$ cat config.mk
export PLATFORM = sky130hd
export DESIGN_NAME = conv_result_writer
export DESIGN_NICKNAME = d
export VERILOG_FILES = /design/src/rtl/conv_result_writer.sv
export SDC_FILE = /design/constraint.sdc
export NUM_CORES = 1
export LEC_CHECK = 0
export CAP_MARGIN = 20
export CELL_PAD_IN_SITES_DETAIL_PLACEMENT = 2
export CELL_PAD_IN_SITES_GLOBAL_PLACEMENT = 2
export CORE_ASPECT_RATIO = 1.2
export CORE_MARGIN = 3
export CORE_UTILIZATION = 25
export CTS_CLUSTER_SIZE = 10
export DETAILED_ROUTE_END_ITERATION = 7
export DONT_BUFFER_PORTS = 1
export PLACE_DENSITY = 0.46
export SETUP_SLACK_MARGIN = 0.1
export SLEW_MARGIN = 20
export SYNTH_ARGS = -nofsm -noshare
export SYNTH_HDL_FRONTEND = slang
export SYNTH_SLANG_ARGS = --single-unit
$ cat constraint.sdc
create_clock -name clock -period 6.1 [get_ports clock]
set_clock_uncertainty 0.15 [all_clocks]
set_input_delay 0.915 -clock clock [delete_from_list [all_inputs] [get_ports clock]]
set_output_delay 0.915 -clock clock [all_outputs]
set_load 0.02 [all_outputs]
$ cat src/rtl/conv_result_writer.sv
// Convolution result writer: buffers packed result beats in a small FIFO and
// drains them as words to feature-map memory at an auto-incrementing address.
module conv_result_writer #(
  parameter int UNROLL     = 4,
  parameter int DATA_WIDTH = 8,
  parameter int FIFO_DEPTH = 8,
  parameter int ADDR_WIDTH = 16
) (
  input  logic                         clock,
  input  logic                         reset,
  input  logic                         start,
  input  logic [ADDR_WIDTH-1:0]        base_addr,
  input  logic [15:0]                  out_count,
  input  logic [UNROLL*DATA_WIDTH-1:0] conv_result,
  input  logic                         conv_valid,
  output logic                         conv_enable,
  output logic                         mem_wr_en,
  output logic [ADDR_WIDTH-1:0]        mem_addr,
  output logic [31:0]                  mem_wr_data,
  input  logic                         mem_wr_ready,
  output logic                         busy,
  output logic                         done
);
  localparam int PW = $clog2(FIFO_DEPTH);

  localparam logic [1:0] S_IDLE  = 2'd0;
  localparam logic [1:0] S_RUN   = 2'd1;
  localparam logic [1:0] S_DRAIN = 2'd2;
  localparam logic [1:0] S_DONE  = 2'd3;

  logic [1:0]                          state;
  logic [ADDR_WIDTH-1:0]               base_q;
  logic [15:0]                         count_q;
  logic [15:0]                         accepted;
  logic [15:0]                         written;
  logic [PW:0]                         wr_ptr;
  logic [PW:0]                         rd_ptr;
  logic [UNROLL-1:0][DATA_WIDTH-1:0]   fifo_mem [FIFO_DEPTH];
  logic [UNROLL-1:0][DATA_WIDTH-1:0]   head;
  logic                                fifo_empty;
  logic                                fifo_full;
  logic                                push;
  logic                                pop;

  // Extra pointer bit distinguishes full from empty when the indices match.
  assign fifo_empty = (wr_ptr == rd_ptr);
  assign fifo_full  = (wr_ptr[PW] != rd_ptr[PW]) && (wr_ptr[PW-1:0] == rd_ptr[PW-1:0]);

  assign conv_enable = (state == S_RUN) && !fifo_full;
  assign mem_wr_en   = ((state == S_RUN) || (state == S_DRAIN)) && !fifo_empty;
  assign push        = conv_valid && conv_enable;
  assign pop         = mem_wr_en && mem_wr_ready;

  assign head        = fifo_mem[rd_ptr[PW-1:0]];
  // Data is gated so stale FIFO contents never appear on the bus while idle.
  assign mem_wr_data = mem_wr_en ? head : '0;
  assign mem_addr    = base_q + ADDR_WIDTH'(written);
  assign busy        = (state != S_IDLE);
  assign done        = (state == S_DONE);

  always_ff @(posedge clock) begin
    if (push) fifo_mem[wr_ptr[PW-1:0]] <= conv_result;
  end

  always_ff @(posedge clock or negedge reset) begin
    if (!reset) begin
      state    <= S_IDLE;
      base_q   <= '0;
      count_q  <= '0;
      accepted <= '0;
      written  <= '0;
      wr_ptr   <= '0;
      rd_ptr   <= '0;
    end else begin
      if (push) begin
        wr_ptr   <= wr_ptr + 1'b1;
        accepted <= accepted + 16'd1;
      end
      if (pop) begin
        rd_ptr  <= rd_ptr + 1'b1;
        written <= written + 16'd1;
      end
      case (state)
        S_IDLE: begin
          if (start) begin
            base_q   <= base_addr;
            count_q  <= out_count;
            accepted <= '0;
            written  <= '0;
            state    <= (out_count == 16'd0) ? S_DONE : S_RUN;
          end
        end
        S_RUN: begin
          if (push && (accepted + 16'd1 == count_q)) state <= S_DRAIN;
        end
        S_DRAIN: begin
          // All beats are already pushed, so the final pop also empties the FIFO.
          if (pop && (written + 16'd1 == count_q)) state <= S_DONE;
        end
        default: state <= S_IDLE;
      endcase
    end
  end
endmodule
**Word-level counts from Yosys, hierarchy flattened**

Memory sizes are Yosys's and may differ from the RTL's.
Cells that the tools add are included.

- Register bits: 74
- Memory bits (writable): 256
- Output and inout bits: 52
- Memories kept: 1

Memories:

| memory | words | bits a word | read ports | clocked after memory_dff | write ports | RTL line | RTL |
|---|---|---|---|---|---|---|---|
| fifo_mem | 8 | 32 | 1 | 0 | 1 | 38 | `logic [UNROLL-1:0][DATA_WIDTH-1:0] fifo_mem [FIFO_DEPTH];` |

- $add $sub $neg: 5
- Eq/ne operators: 11
- Multiplexer cells: 14
- Reduce and logical (&&, ||, !) cells: 15

Operator list:

| kind | count |
|---|---|
| 16-bit 2-to-1 mux | 6 |
| 16-bit by 1-bit adder with 16-bit output, second input constant | 2 |
| 16-bit == test | 2 |
| 32-bit 2-to-1 mux | 1 |
| 16-bit adder | 1 |
| 16-bit zero test | 1 |
| 4-bit by 1-bit adder with 4-bit output, second input constant | 2 |
| 2-bit 2-to-1 mux | 4 |
| 1-bit logical AND | 7 |
| 2-bit one-hot mux with 3 select lines | 1 |
| 2-bit == test, second input constant | 2 |
| 4-bit == test | 1 |
| 2-bit by 1-bit inequality test with 1-bit output, second input constant | 2 |
| 3-bit == test | 1 |
| 3-bit AND reduction | 1 |
| 2-bit by 1-bit == test with 1-bit output, second input constant | 1 |
| 1-bit zero test | 2 |
| 2-bit zero test | 1 |
| 1-bit 2-to-1 mux | 2 |
| 2-bit inequality test, second input constant | 1 |
| 2-bit AND reduction | 1 |
| 2-bit nonzero test | 1 |
| 1-bit logical OR | 1 |
| 1-bit inequality test | 1 |

**Depth between registers and ports, before layout**

- Depth after elaboration: 8
- Mapped depth: 11
- Gate-level depth less buffers: 11

**Worst setup path before layout**

No wires, ideal clock.

- Kind: register to register
- From: register wr_ptr[0]
- To: memory fifo_mem[1][0] (netlist name), enable pin
- Setup time: 513 ps
- Arrival time: 4745 ps
- Data required time: 5437 ps
- Path slack: 692 ps
- Cell stages (with the launch flop): 8
- Path buffers: 2
- Path through: dfrtp_1 -> buf_4 -> xnor2_1 -> nand4b_1 -> and2_1 -> nand2_1 -> clkbuf_1 -> nor4b_1

- Longest elaborated chain between the ends: 7

RTL lines:

| element | RTL line | RTL |
|---|---|---|
| start: declaration | 36 | `logic [PW:0] wr_ptr;` |
| start signal: assignment | 76 | `wr_ptr <= wr_ptr + 1'b1;` |
| 3-bit == test | 47 | `assign fifo_full = (wr_ptr[PW] != rd_ptr[PW]) && (wr_ptr[PW-1:0] == rd_ptr[PW-1:0]);` |
| 1-bit logical AND | 47 |  |
| 1-bit zero test | 49 | `assign conv_enable = (state == S_RUN) && !fifo_full;` |
| 1-bit logical AND | 49 |  |
| via conv_enable | 16 | `output logic conv_enable,` |
| 1-bit logical AND | 51 | `assign push = conv_valid && conv_enable;` |
| 1-bit 2-to-1 mux | 62 | `if (push) fifo_mem[wr_ptr[PW-1:0]] <= conv_result;` |
| 1-bit 2-to-1 mux (implied by the code) | 62 |  |
| end: declaration | 38 |  |

The timed path passes the listed nets, and every way through them passes these cells.

**Worst setup path in the final report**

- From: register written[0]
- To: output mem_addr[14]

- Longest elaborated chain between the ends: 1

RTL lines:

| element | RTL line | RTL |
|---|---|---|
| start: declaration | 35 | `logic [15:0] written;` |
| start signal: assignment | 81 | `written <= written + 16'd1;` |
| 16-bit adder | 57 | `assign mem_addr = base_q + ADDR_WIDTH'(written);` |
| end: declaration | 18 | `output logic [ADDR_WIDTH-1:0] mem_addr,` |

No other way between the ends.

==> metrics.md <==
| Metric | Value |
|---|---|
| First-pass GRT wire length | 62,330 µm |
| Core Region | 57,540 µm² |
| Antenna cells | 0 |
| Crit path max fanout | 6 |
| Setup crit start | written[0]$_DFF_PN0_ |
| Synth-to-layout area growth | 14.36% |
| Initial Util | 0.2538 |
| Synth cell types | 59 |
| Initial antenna violation count | 0 |
| Min Hold Slack | 0.1020 ns |
| Post-Syn Area per Cell | 14.68 µm² |
| Setup Crit Path Kind | flip-flop to output port |
| Crit end category | output port |
| CP Depth | 11 |
| Total power | 0.007889 W |
| Final min period | 4.425 ns |
| DR iter-0 viols | 337 |
| Ys async rst share | 0.2242 |
| Die Height | 270.8 µm |
| Top cells by count, synth | edfxtp_1 (256), nand2_1 (135), nor2_1 (77), dfrtp_1 (74), mux4_2 (64) |
| I/O pin total | 121 |
| Root buf cell | clkbuf_16 |
| CP delay by family, top | compound AO/OA/AOI/OAI gates |
| Setup TNS | 0 ns |
| Port Buffer Count | 0 |
| Yosys reg bits | 330 |
| DR vias/cell | 4.692 |
| Final Hold Fails | 0 |
| Crit path max-delay cell type | dfrtp_1 |
| Pwr/cell area | 472.4 nW/µm² |
| R2R Path Start | rd_ptr[0]$_DFFE_PN0P_ |
| Crit-path max cell delay | 0.47 ns |
| Post-route ant nets | 0 |
| Worst Tran Pin Value | 0.9948 ns |
| DR vias | 8,229 |
| Setup WS pre-CTS | 2.200 ns |
| Status | complete, no violations |
| Final GP Congestion | 0.6802 |
| Max VDD drop | 238.1 µV |
| Setup slack after layout | 1.675 ns |
| Largest net degree at the start of global routing | 75 |
| EDFF count, synth | 256 |
| Sequential element share of the synthesized area | 0.6532 |
| Synth Warn # | 0 |
| DRC errors left | 0 |
| Global route total overflow | 0 |
| Buf+Inv Stages, Crit Path | 1 |
| Post-synth top flop | edfxtp_1 |
| Top cells by area, synth | edfxtp_1 (53%), dfrtp_1 (13%), mux4_2 (9.9%) |
| End point of the critical path | mem_addr[14] |
| Placed instance area | 15,450 µm² |
| Clk slew on worst S/H paths | 0.05 ns |
| Max-Cap Viols | 0 |
| Fin. max-slew vios | 0 |
| Pre-antenna DRT Iters | 3 |
| RSZ-0062 raised after global routing | no |
| H-tree levels | 2 |
| TritonCTS clock tree | built |
| Wire per inst | 23.47 µm |
| Top cell by count, worst path | a21oi_1 |
| RR Endpoint | written[15]$_DFF_PN0_ |
| Period utilization | 0.7254 |
| Worst-case clock buffer depth | 3 |
| WL final | 41,160 µm |
| Die area | 61,360 µm² |
| Cell Area, Synth | 14,600 µm² |
| Most common cell in the netlist | edfxtp_1 |
| Vias in the first global route | 9,564 |
| FF-to-FF path depth | 7 |
| CP Launch Type | flip-flop |
| Share of cells above drive strength 1 | 0.1443 |
| CTS Buf Count | 41 |
| Data required, critical path | 5.03 ns |
| Relative slew slack | 0.3352 |
| Final setup fails | 0 |
| Leak | 5.799 nW |
| Maximum clock rate | 0.2260 GHz |
| Type of the tightest min-delay check | input pin to asynchronous set/reset pin |
| Critical path cell sequence | ha_1, inv_1, fa_1, nor2b_1, o21ai_0, a21boi_0, o211ai_1, a21oi_1, o31ai_1, a21oi_1, xor2_1 |
| Post-CTS sizing | 0 |
| Cell count after synthesis | 995 |
| CP arrival | 3.36 ns |
| All-Layer GR Usage | 0.1363 |
| Synth Net Count | 1,089 |
| # rows | 96 |
| Die Span X | 226.6 µm |
| Dpl hpwl | 25,430 µm |
| Nets | 1,094 |
| R2r setup slk | 2.46 ns |
| Synth top area share | 0.5264 |
| Post-CTS Setup Bufs | 0 |
| Worst-Skew Late Latency | 0.56 ns |
| Synth area leader | edfxtp_1 |
| Fin area | 16,700 µm² |
| Clk sinks | 330 |
[cell usage in the layout, fill, tap and decap left out, drive strengths merged, types with 17 or more instances in the layout]
master	count
a21oi	21
clkbuf	51
dfrtp	74
edfxtp	256
ha	24
inv	17
mux2i	35
mux4	64
nand2	135
nand3	17
nor2	78
nor3	21
o21ai	17
xnor2	55
xor2	32
[cells by family after synthesis]
| family | after synthesis | share of synthesized area |
|---|---|---|
| compound gates | 75 | 0.03299 |
| xor+xnor | 87 | 0.05218 |
| fa+ha+maj | 25 | 0.02193 |
| buf+inv | 68 | 0.02014 |
| flops | 330 | 0.6532 |
| mux | 100 | 0.1235 |
| simple gates | 310 | 0.09605 |
[registers in the layout (all words and copies together), names as in the netlist]
name      count
state         2
base_q       16
fifo_mem    256
accepted     16
count_q      16
wr_ptr        4
written      16
rd_ptr        4
[metal layers]
layer / track usage / share of wire
met5: 0 / 0
met4: 0.03558 / 0.023
met3: 0.03874 / 0.056
met2: 0.2423 / 0.51
met1: 0.1603 / 0.41
[worst min path at each step]
| stage | endpoint | from | slack, ns |
|---|---|---|---|
| CTS | written[12]$_DFF_PN0_ | reset | 0.1 |
| global route | base_q[10]$_DFFE_PN0P_ | reset | 0.1 |
| floorplan | base_q[0]$_DFFE_PN0P_ | base_q[0]$_DFFE_PN0P_ | 0.30 |
| finish | base_q[11]$_DFFE_PN0P_ | reset | 0.10 |
| detailed placement | base_q[0]$_DFFE_PN0P_ | base_q[0]$_DFFE_PN0P_ | 0.33 |
| global placement | base_q[12]$_DFFE_PN0P_ | base_q[12]$_DFFE_PN0P_ | 0.32 |
[final cells by class]
cell class	count	area (µm²)
fill	5961	40840
sequential	330	9548
multi-input combinational	597	4823
clock buffer	51	1074
tap	735	919.6
clock inverter	11	150.1
timing repair buffer	14	125.1
inverter	16	60.06
[power breakdown]
| group | switching, W | internal [W] | leakage [nW] |
|---|---|---|---|
| clock | 0.000958 | 0.00133 | 0.591 |
| sequential | 0.000343 | 0.00270 | 3.27 |
| combinational | 0.00163 | 0.000930 | 1.94 |
| total | 0.00293 | 0.00496 | 5.80 |
[through the flow]
step / std cells / utilization
final: 1754 / 0.2903
after CTS: 1754 / 0.2903
after global placement: 1691 / 0.2685
after detailed placement: 1691 / 0.2685
after global routing: 1754 / 0.2903
after floorplan: 995 / -
[timing repair]
| item | CTS | global route |
|---|---|---|
| endpoints found under the setup margin | 0 | 0 |
| hold buffers | 1 | 0 |
| endpoints found under the hold margin | 74 | 0 |
(Power assumes the default switching activity.)
